===== src/rtl/fetch_stage.sv =====
// fetch_stage: PC owner issuing one-outstanding instruction fetches into the IF/ID register
module fetch_stage #(
    parameter int              PC_W     = 9,
    parameter logic [PC_W-1:0] RESET_PC = '0,
    parameter logic [31:0]     NOP      = 32'h13
) (
    input  logic            clk,
    input  logic            reset,
    input  logic            PcSel,
    input  logic [31:0]     BrPC,
    input  logic            Halt,
    input  logic            Stall,
    output logic            imem_req,
    output logic [PC_W-1:0] imem_addr,
    input  logic            imem_ready,
    input  logic            imem_rvalid,
    input  logic [31:0]     imem_rdata,
    output logic [PC_W-1:0] IfId_PC,
    output logic [31:0]     IfId_Instr,
    output logic            IfId_Valid,
    output logic            Halted
);
    typedef enum logic [1:0] {FETCH, WAIT, HOLD, HALT} state_t;
    state_t state_q, state_d;
    logic [PC_W-1:0] pc_q, pc_d, req_pc_q, req_pc_d, skid_pc_q, skid_pc_d, ifid_pc_q, ifid_pc_d;
    logic [31:0] skid_instr_q, skid_instr_d, ifid_instr_q, ifid_instr_d;
    logic ifid_valid_q, ifid_valid_d, squash_q, squash_d, halted_q, halted_d, started_q;
    logic redirect, stop, accept, unused_bits;

    // Only the PC-width part of the redirect target is meaningful
    assign unused_bits = ^BrPC[31:PC_W];
    // A halt already taken overrides any later redirect
    assign redirect = PcSel & ~halted_q & (state_q != HALT);
    assign stop = Halt | halted_q;
    // started_q keeps the request low until the first edge after reset release
    assign imem_req = (state_q == FETCH) & started_q & ~Halt;
    assign accept = imem_req & imem_ready;
    assign imem_addr = pc_q;
    assign IfId_PC = ifid_pc_q;
    assign IfId_Instr = ifid_instr_q;
    assign IfId_Valid = ifid_valid_q;
    assign Halted = halted_q;

    // Next-state, PC and IF/ID update; a flush or a delivery overrides the stall/bubble default
    always_comb begin
        state_d = state_q;
        pc_d = pc_q;
        req_pc_d = req_pc_q;
        skid_pc_d = skid_pc_q;
        skid_instr_d = skid_instr_q;
        squash_d = squash_q;
        halted_d = halted_q | Halt;
        ifid_pc_d = ifid_pc_q;
        ifid_instr_d = Stall ? ifid_instr_q : NOP;
        ifid_valid_d = Stall & ifid_valid_q;
        if (redirect) pc_d = BrPC[PC_W-1:0] & ~PC_W'(3);
        if (Halt | redirect) begin
            ifid_instr_d = NOP;
            ifid_valid_d = 1'b0;
        end
        case (state_q)
            FETCH: begin
                if (Halt) state_d = HALT;
                else if (accept) begin
                    state_d = WAIT;
                    squash_d = redirect;
                    req_pc_d = pc_q;
                    if (!redirect) pc_d = pc_q + PC_W'(4);
                end
            end
            WAIT: begin
                if (imem_rvalid) begin
                    squash_d = 1'b0;
                    state_d = stop ? HALT : FETCH;
                    if (!stop && !squash_q && !redirect) begin
                        if (Stall) begin
                            state_d = HOLD;
                            skid_pc_d = req_pc_q;
                            skid_instr_d = imem_rdata;
                        end else begin
                            ifid_pc_d = req_pc_q;
                            ifid_instr_d = imem_rdata;
                            ifid_valid_d = 1'b1;
                        end
                    end
                end else if (redirect) squash_d = 1'b1;
            end
            HOLD: begin
                if (Halt) state_d = HALT;
                else if (redirect) state_d = FETCH;
                else if (!Stall) begin
                    state_d = FETCH;
                    ifid_pc_d = skid_pc_q;
                    ifid_instr_d = skid_instr_q;
                    ifid_valid_d = 1'b1;
                end
            end
            default: ;
        endcase
    end

    // State registers with asynchronous reset
    always_ff @(posedge clk or posedge reset) begin
        if (reset) begin
            state_q <= FETCH;
            pc_q <= RESET_PC;
            req_pc_q <= '0;
            skid_pc_q <= '0;
            skid_instr_q <= NOP;
            ifid_pc_q <= '0;
            ifid_instr_q <= NOP;
            ifid_valid_q <= 1'b0;
            squash_q <= 1'b0;
            halted_q <= 1'b0;
            started_q <= 1'b0;
        end else begin
            state_q <= state_d;
            pc_q <= pc_d;
            req_pc_q <= req_pc_d;
            skid_pc_q <= skid_pc_d;
            skid_instr_q <= skid_instr_d;
            ifid_pc_q <= ifid_pc_d;
            ifid_instr_q <= ifid_instr_d;
            ifid_valid_q <= ifid_valid_d;
            squash_q <= squash_d;
            halted_q <= halted_d;
            started_q <= 1'b1;
        end
    end
endmodule


===== config.mk =====
export PLATFORM = sky130hd
export DESIGN_NAME = fetch_stage
export DESIGN_NICKNAME = d
export VERILOG_FILES = /design/src/rtl/fetch_stage.sv
export SDC_FILE = /design/constraint.sdc
export NUM_CORES = 1
export LEC_CHECK = 0
export CORE_ASPECT_RATIO = 1.25
export CORE_MARGIN = 2
export CORE_UTILIZATION = 55
export CTS_BUF_LIST = sky130_fd_sc_hd__clkbuf_4 sky130_fd_sc_hd__clkbuf_8
export CTS_CLUSTER_DIAMETER = 100
export DETAILED_ROUTE_END_ITERATION = 7
export PLACE_DENSITY_LB_ADDON = 0.2
export SKIP_LAST_GASP = 1
export SYNTH_ARGS = -nofsm -noshare
export SYNTH_HDL_FRONTEND = slang
export SYNTH_SLANG_ARGS = --single-unit

===== constraint.sdc =====
create_clock -name clk -period 8.5 [get_ports clk]
set_clock_uncertainty 0.05 [all_clocks]
set_input_delay 1.7 -clock clk [delete_from_list [all_inputs] [get_ports clk]]
set_output_delay 1.7 -clock clk [all_outputs]
set_load 0.005 [all_outputs]

==> key figures, run 1 <==
Floorplanning
  • Chip Width: 88.5 µm
  • Row cnt: 38
  • Floorplan die area: roughly 9700 µm²
  • Placeable Area: around 8700 µm²
  • Initial cell density of the core: 56.7%
  • Die height: about 110 µm
  • Count of boundary I/O pins: between 100 and 150

Detailed routing
  • Router iterations before antenna repair: 5
  • Routed vias/inst: around 6
  • DRC violation count after routing: 0
  • Routed Wire Length: approximately 11000 µm
  • Number of vias in the routed layout: roughly 3.8k
  • Drt initial violations: roughly 200
  • Count of antenna-violating nets left after detailed routing: 0
  • WL per Instance: 17.9 µm

Synth
  • Multiplexer share of the synthesized area: roughly 14%
  • Synthesized instance count: 425
  • Post-synthesis share of cell area spent on full adders, half adders and majority gates: 1.53%
  • Post-synthesis net count: between 500 and 600
  • Area share of and/or/nand/nor cells after synthesis: between 8 and 9%
  • Synth top area share: between 50 and 60%
  • Avg Synthesized Cell Area: about 12 µm²
  • Share of synthesized flip-flops with an asynchronous set or reset: between 90% and 100%
  • Summed instance area of the synthesized netlist: approximately 4900 µm²
  • Dominant combinational cell family by area after synthesis: compound AO/OA/AOI/OAI gates
  • Number of synthesized register bits: 106
  • Share of the synthesized area in compound gates (AO/OA/AOI/OAI): 17.0%
  • Post-synthesis xor/xnor area fraction: under 10%
  • Leading register cell type out of synthesis: sky130_fd_sc_hd__dfrtp_1
  • Seq/Total Area, Yosys: between 50 and 60%
  • Number of synthesized flops with an enable pin: 0
  • Synth area leader: sky130_fd_sc_hd__dfrtp_1
  • Top area cells in the synthesized netlist: sky130_fd_sc_hd__dfrtp_1 51%, sky130_fd_sc_hd__mux2_2 14%, sky130_fd_sc_hd__a32oi_1 5.0%, sky130_fd_sc_hd__a22oi_1 3.8%, sky130_fd_sc_hd__nand2_1 3.4%
  • Yosys warning total: 0
  • Synth cell types: between 40 and 50

Hold path
  • Start point of the worst min-delay path: req_pc_q[7]$_DFFE_PP0P_
  • Instance count along the most critical hold path: 2
  • Min-Delay Path Class: reg -> reg
  • Endpoint of the worst hold-timing path: req_pc_q[7]$_DFFE_PP0P_

Clock network
  • Count of instances resized after the clock tree is built: 0
  • Depth of the CTS H-tree: 3
  • Deepest clock path buffer count: 2
  • Clock edge transition at the registers on the reported setup and hold paths: ~100 ps
  • TritonCTS clock tree: yes
  • Insertion delay of the later-clocked pin in the worst-skew pair: ~370 ps
  • Cell chosen for the clock root: sky130_fd_sc_hd__clkbuf_8
  • CTS sink cnt: about 110
  • CTS hold repair buffers: 0
  • Number of buffers inserted during clock tree synthesis: 9
  • # Post-CTS Setup Buffers: 0

Placement
  • Dpl hpwl: 7280 µm
  • Total placed cells including tap cells: ~610
  • Routability congestion estimate: approximately 0.79
  • IO Port Bufs: between 90 and 100

Timing
  • Max transition margin: between 20% and 30%
  • Final critical-path required period: about 5000 ps
  • Measured slew at the worst slew-check pin: 1130 ps
  • Final Max Slew Viols: 0
  • Total negative slack for setup checks: 0 ps
  • Finish-stage setup viols: 0
  • Share of the clock period used by the worst path: ~59%
  • Final hold violation count: 0
  • Timing-limited maximum frequency: between 0.15 and 0.2 GHz
  • RSZ-0062 raised after global routing: false
  • Hold Worst Slack: between 400 and 500 ps

GRT
  • First-pass GRT wire length: around 19000 µm
  • Pin count of the biggest net entering global routing: 86
  • Overall fraction of global-route tracks in use: approximately 25%
  • Number of global-route vias before repair: 3807
  • Grt total ovfl: 0
  • Antenna violations before repair: 0

Layout
  • Number of diodes: 0
  • Share of cells above drive strength 1: about a fifth
  • Post-Layout Cell Count: between 600 and 700
  • Layout overhead on the synthesized area: 25.5%
  • Fill cell count: roughly 660
  • Net count, final: 581

Outcome
  • Result of the run: finished, final reports clean

Worst setup path
  • Worst Path Required: 6750 ps
  • Crit path max fanout: 13
  • Crit path DAT: 3260 ps
  • Reg2reg end: skid_instr_q[20]$_DFFE_PP0P_
  • Type of origin of the critical path: input port
  • Kind of end point of the critical path: primary output
  • Startpoint of the most critical register-to-register path: state_q[1]$_DFFE_PP0P_
  • Crit Path Class: in -> out
  • R2R Setup Slk: about 5300 ps
  • Worst r2r path cells: 6

Job
  • Max Cap Viol: 0

Power and ir drop
  • VDD IR max: roughly 0.00016 V
  • Leakage component of the power: roughly 2.6 nW
  • Power density over cell area: roughly 210 nW/µm²
## state kept, by name, summed over array words and instances, names as in the netlist, 2 cells and up
signal	flops
req_pc_q	9
IfId_Instr	32
skid_pc_q	9
state_q	2
imem_addr	9
skid_instr_q	32
IfId_PC	9
## kinds of logic after synthesis
kind of cell,count (synthesis)
other,1
AOI/OAI and AO/OA,117
xor gates and xnor gates,6
muxes,60
DFF,106
adders and majority gates,6
buffers and inverters,41
and+or+nand+nor,88
## Yosys cell counts, types with 7 or more instances
library cell,count
sky130_fd_sc_hd__o21ai_0,18
sky130_fd_sc_hd__nand2_1,45
sky130_fd_sc_hd__a32oi_1,28
sky130_fd_sc_hd__inv_1,7
sky130_fd_sc_hd__a22oi_1,25
sky130_fd_sc_hd__buf_2,9
sky130_fd_sc_hd__o22ai_1,27
sky130_fd_sc_hd__clkbuf_1,24
sky130_fd_sc_hd__nor2_1,10
sky130_fd_sc_hd__mux2_2,59
sky130_fd_sc_hd__dfrtp_1,100
## worst max-delay path by stage
stage          start               end  slack, ps
2_1_floorplan  reset  Halted$_DFF_PP0_       3970
3_3_place_gp    Halt          imem_req       3500
3_5_place_dp    Halt          imem_req       3520
4_1_cts         Halt          imem_req       3510
5_1_grt         Halt          imem_req       3420
6_report        Halt          imem_req       3490
## report_power, final
part	switching, mW	internal [mW]
Sequential	0.0463	0.560
Combinational	0.211	0.177
Clock	0.183	0.143
Total	0.440	0.880
## per-stage QoR
step	util [%]	setup slack, ps	power (mW)	cell area [µm²]
final	71.1	3490	1.32	6150
after detailed placement	68.7	3520	1.00	5950
after CTS	71.1	3510	1.33	6150
after floorplan	-	3970	0.847	4900
after global routing	71.1	3420	1.39	6150
after global placement	68.7	3500	0.996	5950
## cells in the final DEF, fill, tap and decap left out, types with 6 or more instances in the layout
master	synthesis	layout
sky130_fd_sc_hd__nor2_1	10	9
sky130_fd_sc_hd__nand4_1	6	6
sky130_fd_sc_hd__inv_1	7	6
sky130_fd_sc_hd__clkdlybuf4s50_1	0	97
sky130_fd_sc_hd__clkbuf_8	0	9
sky130_fd_sc_hd__o21ai_0	18	18
sky130_fd_sc_hd__ha_1	6	6
sky130_fd_sc_hd__dfstp_2	6	6
sky130_fd_sc_hd__a32oi_1	28	28
sky130_fd_sc_hd__o22ai_1	27	27
sky130_fd_sc_hd__nand2_1	45	45
sky130_fd_sc_hd__mux2_2	59	59
sky130_fd_sc_hd__dfrtp_1	100	100
sky130_fd_sc_hd__a22oi_1	25	25
## worst max-delay path, stage by stage
cell and delay [ps]:
sky130_fd_sc_hd__clkdlybuf4s50_1 670, sky130_fd_sc_hd__nor2b_1 250, sky130_fd_sc_hd__and2_1 150, sky130_fd_sc_hd__clkdlybuf4s50_1 500
## cell type report
cell class,count,area (µm²),share of cell area [%]
multi-input combinational,278,2100,34.1
clock inverter,7,83.8,1.36
inverter,7,28.8,0.468
timing repair buffer,102,1010,16.3
clock buffer,9,124,2.01
sequential,106,2660,43.2
tap,120,150,2.44
## per-layer routing
metal / GRT usage, % / share of wire [%] / up-vias
li1: - / - / 1746
met1: 30.7 / 41 / 1900
met2: 42.0 / 51 / 146
met3: 6.08 / 7.7 / 9
met4: 8.23 / 1.0 / 0
met5: 0 / 0 / -
Note: power is estimated with default switching activity, not from simulation.
==> run 2, diff against run 1 <==
--- a/config.mk
+++ b/config.mk
@@ -7,7 +7,7 @@
 export LEC_CHECK = 0
 export CORE_ASPECT_RATIO = 1.25
 export CORE_MARGIN = 2
-export CORE_UTILIZATION = 55
+export CORE_UTILIZATION = 51
 export CTS_BUF_LIST = sky130_fd_sc_hd__clkbuf_4 sky130_fd_sc_hd__clkbuf_8
 export CTS_CLUSTER_DIAMETER = 100
 export DETAILED_ROUTE_END_ITERATION = 7
==> constraint.sdc (replaced) <==
create_clock -name clk -period 4.9 [get_ports clk]
set_clock_uncertainty 0.05 [all_clocks]
set_input_delay 0.98 -clock clk [delete_from_list [all_inputs] [get_ports clk]]
set_output_delay 0.98 -clock clk [all_outputs]
set_load 0.005 [all_outputs]
==> run 2 against run 1 <==
Against the previous run:
- power is 70% higher
- clock power is 54% higher
- flip-flop and latch count stayed put
- setup slack worse by 2200 ps
- sequential share of layout area is 0.096 points lower
- cell count is 1.7% higher
- critical path depth stayed put
- utilization is 6.3 points lower
- worst hold slack better by 2.5 ps
==> key figures, run 2 (synthesis results as in run 1) <==
Timing
  • Setup slack after layout: around 1300 ps
  • Timing-limited maximum frequency: about 0.28 GHz
  • Final Max Slew Viols: 0
  • Finish-stage setup viols: 0
  • Hold Worst Slack: between 400 and 500 ps
  • Final critical-path required period: between 3000 and 4000 ps
  • Max transition margin: between 20% and 30%
  • Final hold violation count: 0
  • Share of the clock period used by the worst path: roughly three quarters
  • Total negative slack for setup checks: 0 ps
  • Measured slew at the worst slew-check pin: 1160 ps
  • RSZ-0062 raised after global routing: false

GRT
  • Grt total ovfl: 0
  • Number of global-route vias before repair: 3881
  • Antenna violations before repair: 0
  • First-pass GRT wire length: ~19000 µm
  • Pin count of the biggest net entering global routing: 67
  • Overall fraction of global-route tracks in use: 22.8%

Placement
  • Placement-stage cell area: around 6000 µm²
  • Post-placement worst setup slack: about 1200 ps
  • IO Port Bufs: 98
  • Routability congestion estimate: slightly below 0.8
  • Dpl hpwl: 7440 µm

Clock network
  • Deepest clock path buffer count: 2
  • Count of instances resized after the clock tree is built: 0
  • Insertion delay of the later-clocked pin in the worst-skew pair: approximately 370 ps
  • Clock edge transition at the registers on the reported setup and hold paths: ~100 ps
  • # Post-CTS Setup Buffers: 0
  • Cell chosen for the clock root: sky130_fd_sc_hd__clkbuf_8
  • CTS hold repair buffers: 0
  • Depth of the CTS H-tree: 3
  • TritonCTS clock tree: yes
  • Number of buffers inserted during clock tree synthesis: 9
  • CTS sink cnt: 106

Power and ir drop
  • Clock share of power: 22.4%
  • Cell-internal power: about 1.5 mW
  • Sequential cell fraction of total power: a little under half
  • Power density over cell area: around 360 nW/µm²
  • Power spent charging and discharging nets: between 700 and 800 µW
  • Part of the total power dissipated in combinational logic: between 30% and 40%
  • Leakage component of the power: between 2 and 3 nW
  • Switching Fraction: about a third
  • VDD IR max: 0.000217 V

Job
  • Max Cap Viol: 0

Worst setup path
  • Kind of end point of the critical path: primary output
  • Crit path DAT: ~2600 ps
  • Type of origin of the critical path: input port
  • Crit Path Class: in -> out
  • Crit path max fanout: 13
  • Startpoint of the most critical register-to-register path: state_q[0]$_DFFE_PP0P_
  • R2R Setup Slk: 2070 ps
  • Critical Path Source: Halt
  • Worst Path Required: roughly 3900 ps

Floorplanning
  • Floorplan die area: approximately 10000 µm²
  • Row cnt: 40
  • Chip Width: between 90 and 100 µm
  • Count of boundary I/O pins: between 100 and 150
  • Initial cell density of the core: approximately half
  • Die height: roughly 110 µm
  • Placeable Area: ~9500 µm²

Hold path
  • Min-Delay Path Class: reg -> reg
  • Start point of the worst min-delay path: req_pc_q[1]$_DFFE_PP0P_

Layout
  • Share of cells above drive strength 1: between 15 and 20%
  • Most frequent cells in the layout: 100 x sky130_fd_sc_hd__dfrtp_1, 97 x sky130_fd_sc_hd__clkdlybuf4s50_1, 59 x sky130_fd_sc_hd__mux2_2
  • Most frequent standard cell in the layout excluding fill and tap cells: sky130_fd_sc_hd__dfrtp_1
  • Net count, final: between 500 and 600
  • Number of diodes: 0
  • Final Core Density: 64.9%
  • Layout overhead on the synthesized area: 25.7%
  • Fill cell count: 750
  • Area of all placed cells without fillers: between 6000 and 7000 µm²

Detailed routing
  • Number of vias in the routed layout: about 3.8k
  • Routed vias/inst: between 5 and 6
  • Routed Wire Length: around 12000 µm
  • Count of antenna-violating nets left after detailed routing: 0
  • DRC violation count after routing: 0
  • Router iterations before antenna repair: 5
  • WL per Instance: about 18 µm
  • Drt initial violations: about 190

Outcome
  • Result of the run: finished, final reports clean
==> run 2: changes by cell type in the layout (fill, tap and decap cells not counted) <==
cell / delta
sky130_fd_sc_hd__buf_4: +5
sky130_fd_sc_hd__inv_6: -1
sky130_fd_sc_hd__bufinv_16: -1
sky130_fd_sc_hd__inv_8: -1
sky130_fd_sc_hd__clkinv_2: +2
sky130_fd_sc_hd__clkinv_4: +1
==> run 2: worst max-delay path: stages <==
cell,delay [ps]
sky130_fd_sc_hd__clkdlybuf4s50_1,670
sky130_fd_sc_hd__nor2b_1,260
sky130_fd_sc_hd__and2_1,160
sky130_fd_sc_hd__clkdlybuf4s50_1,500
==> run 2: layout make-up <==
cell class                 instances  area, µm²  share of cell area [%]
timing repair buffer             107       1040                    16.9
clock inverter                     7       52.6                   0.852
multi-input combinational        278       2100                    34.1
tap                              126        158                    2.56
clock buffer                       9        124                    2.01
inverter                           7       28.8                   0.467
sequential                       106       2660                    43.1
==> run 2: path summary, 6_finish.rpt <==
| kind | end | cells after the start |
|---|---|---|
| hold / removal | req_pc_q[1]$_DFFE_PP0P_ | 2 |
| setup reg to reg | IfId_Instr[10]$_DFF_PP0_ | 6 |
| max in group asynchronous | imem_addr[0]$_DFFE_PP0P_ | 3 |
| setup / recovery | imem_req | 4 |
| min in group asynchronous | IfId_Instr[23]$_DFF_PP0_ | 3 |
| hold reg to reg | req_pc_q[1]$_DFFE_PP0P_ | 2 |
==> run 2: power by group through the flow <==
| stage | clock network (mW) | registers (mW) | logic [mW] |
|---|---|---|---|
| floorplan | 0 | 1.05 | 0.417 |
| global placement | 0 | 1.07 | 0.670 |
| detailed placement | 0 | 1.07 | 0.683 |
| CTS | 0.514 | 1.05 | 0.685 |
| global route | 0.550 | 1.07 | 0.749 |
| finish | 0.501 | 1.06 | 0.680 |
==> run 2: per-stage QoR <==
step	cells	total power, mW
after floorplan	425	1.47
after global placement	624	1.74
after detailed placement	624	1.75
after CTS	640	2.25
after global routing	640	2.37
final	640	2.24
==> run 2: layer usage <==
metal,GRT usage [%],vias up,share of wire [%]
met5,0,-,0
met3,4.56,14,6.1
li1,-,1754,-
met2,37.8,140,49
met4,8.46,0,1.5
met1,30.0,1893,43
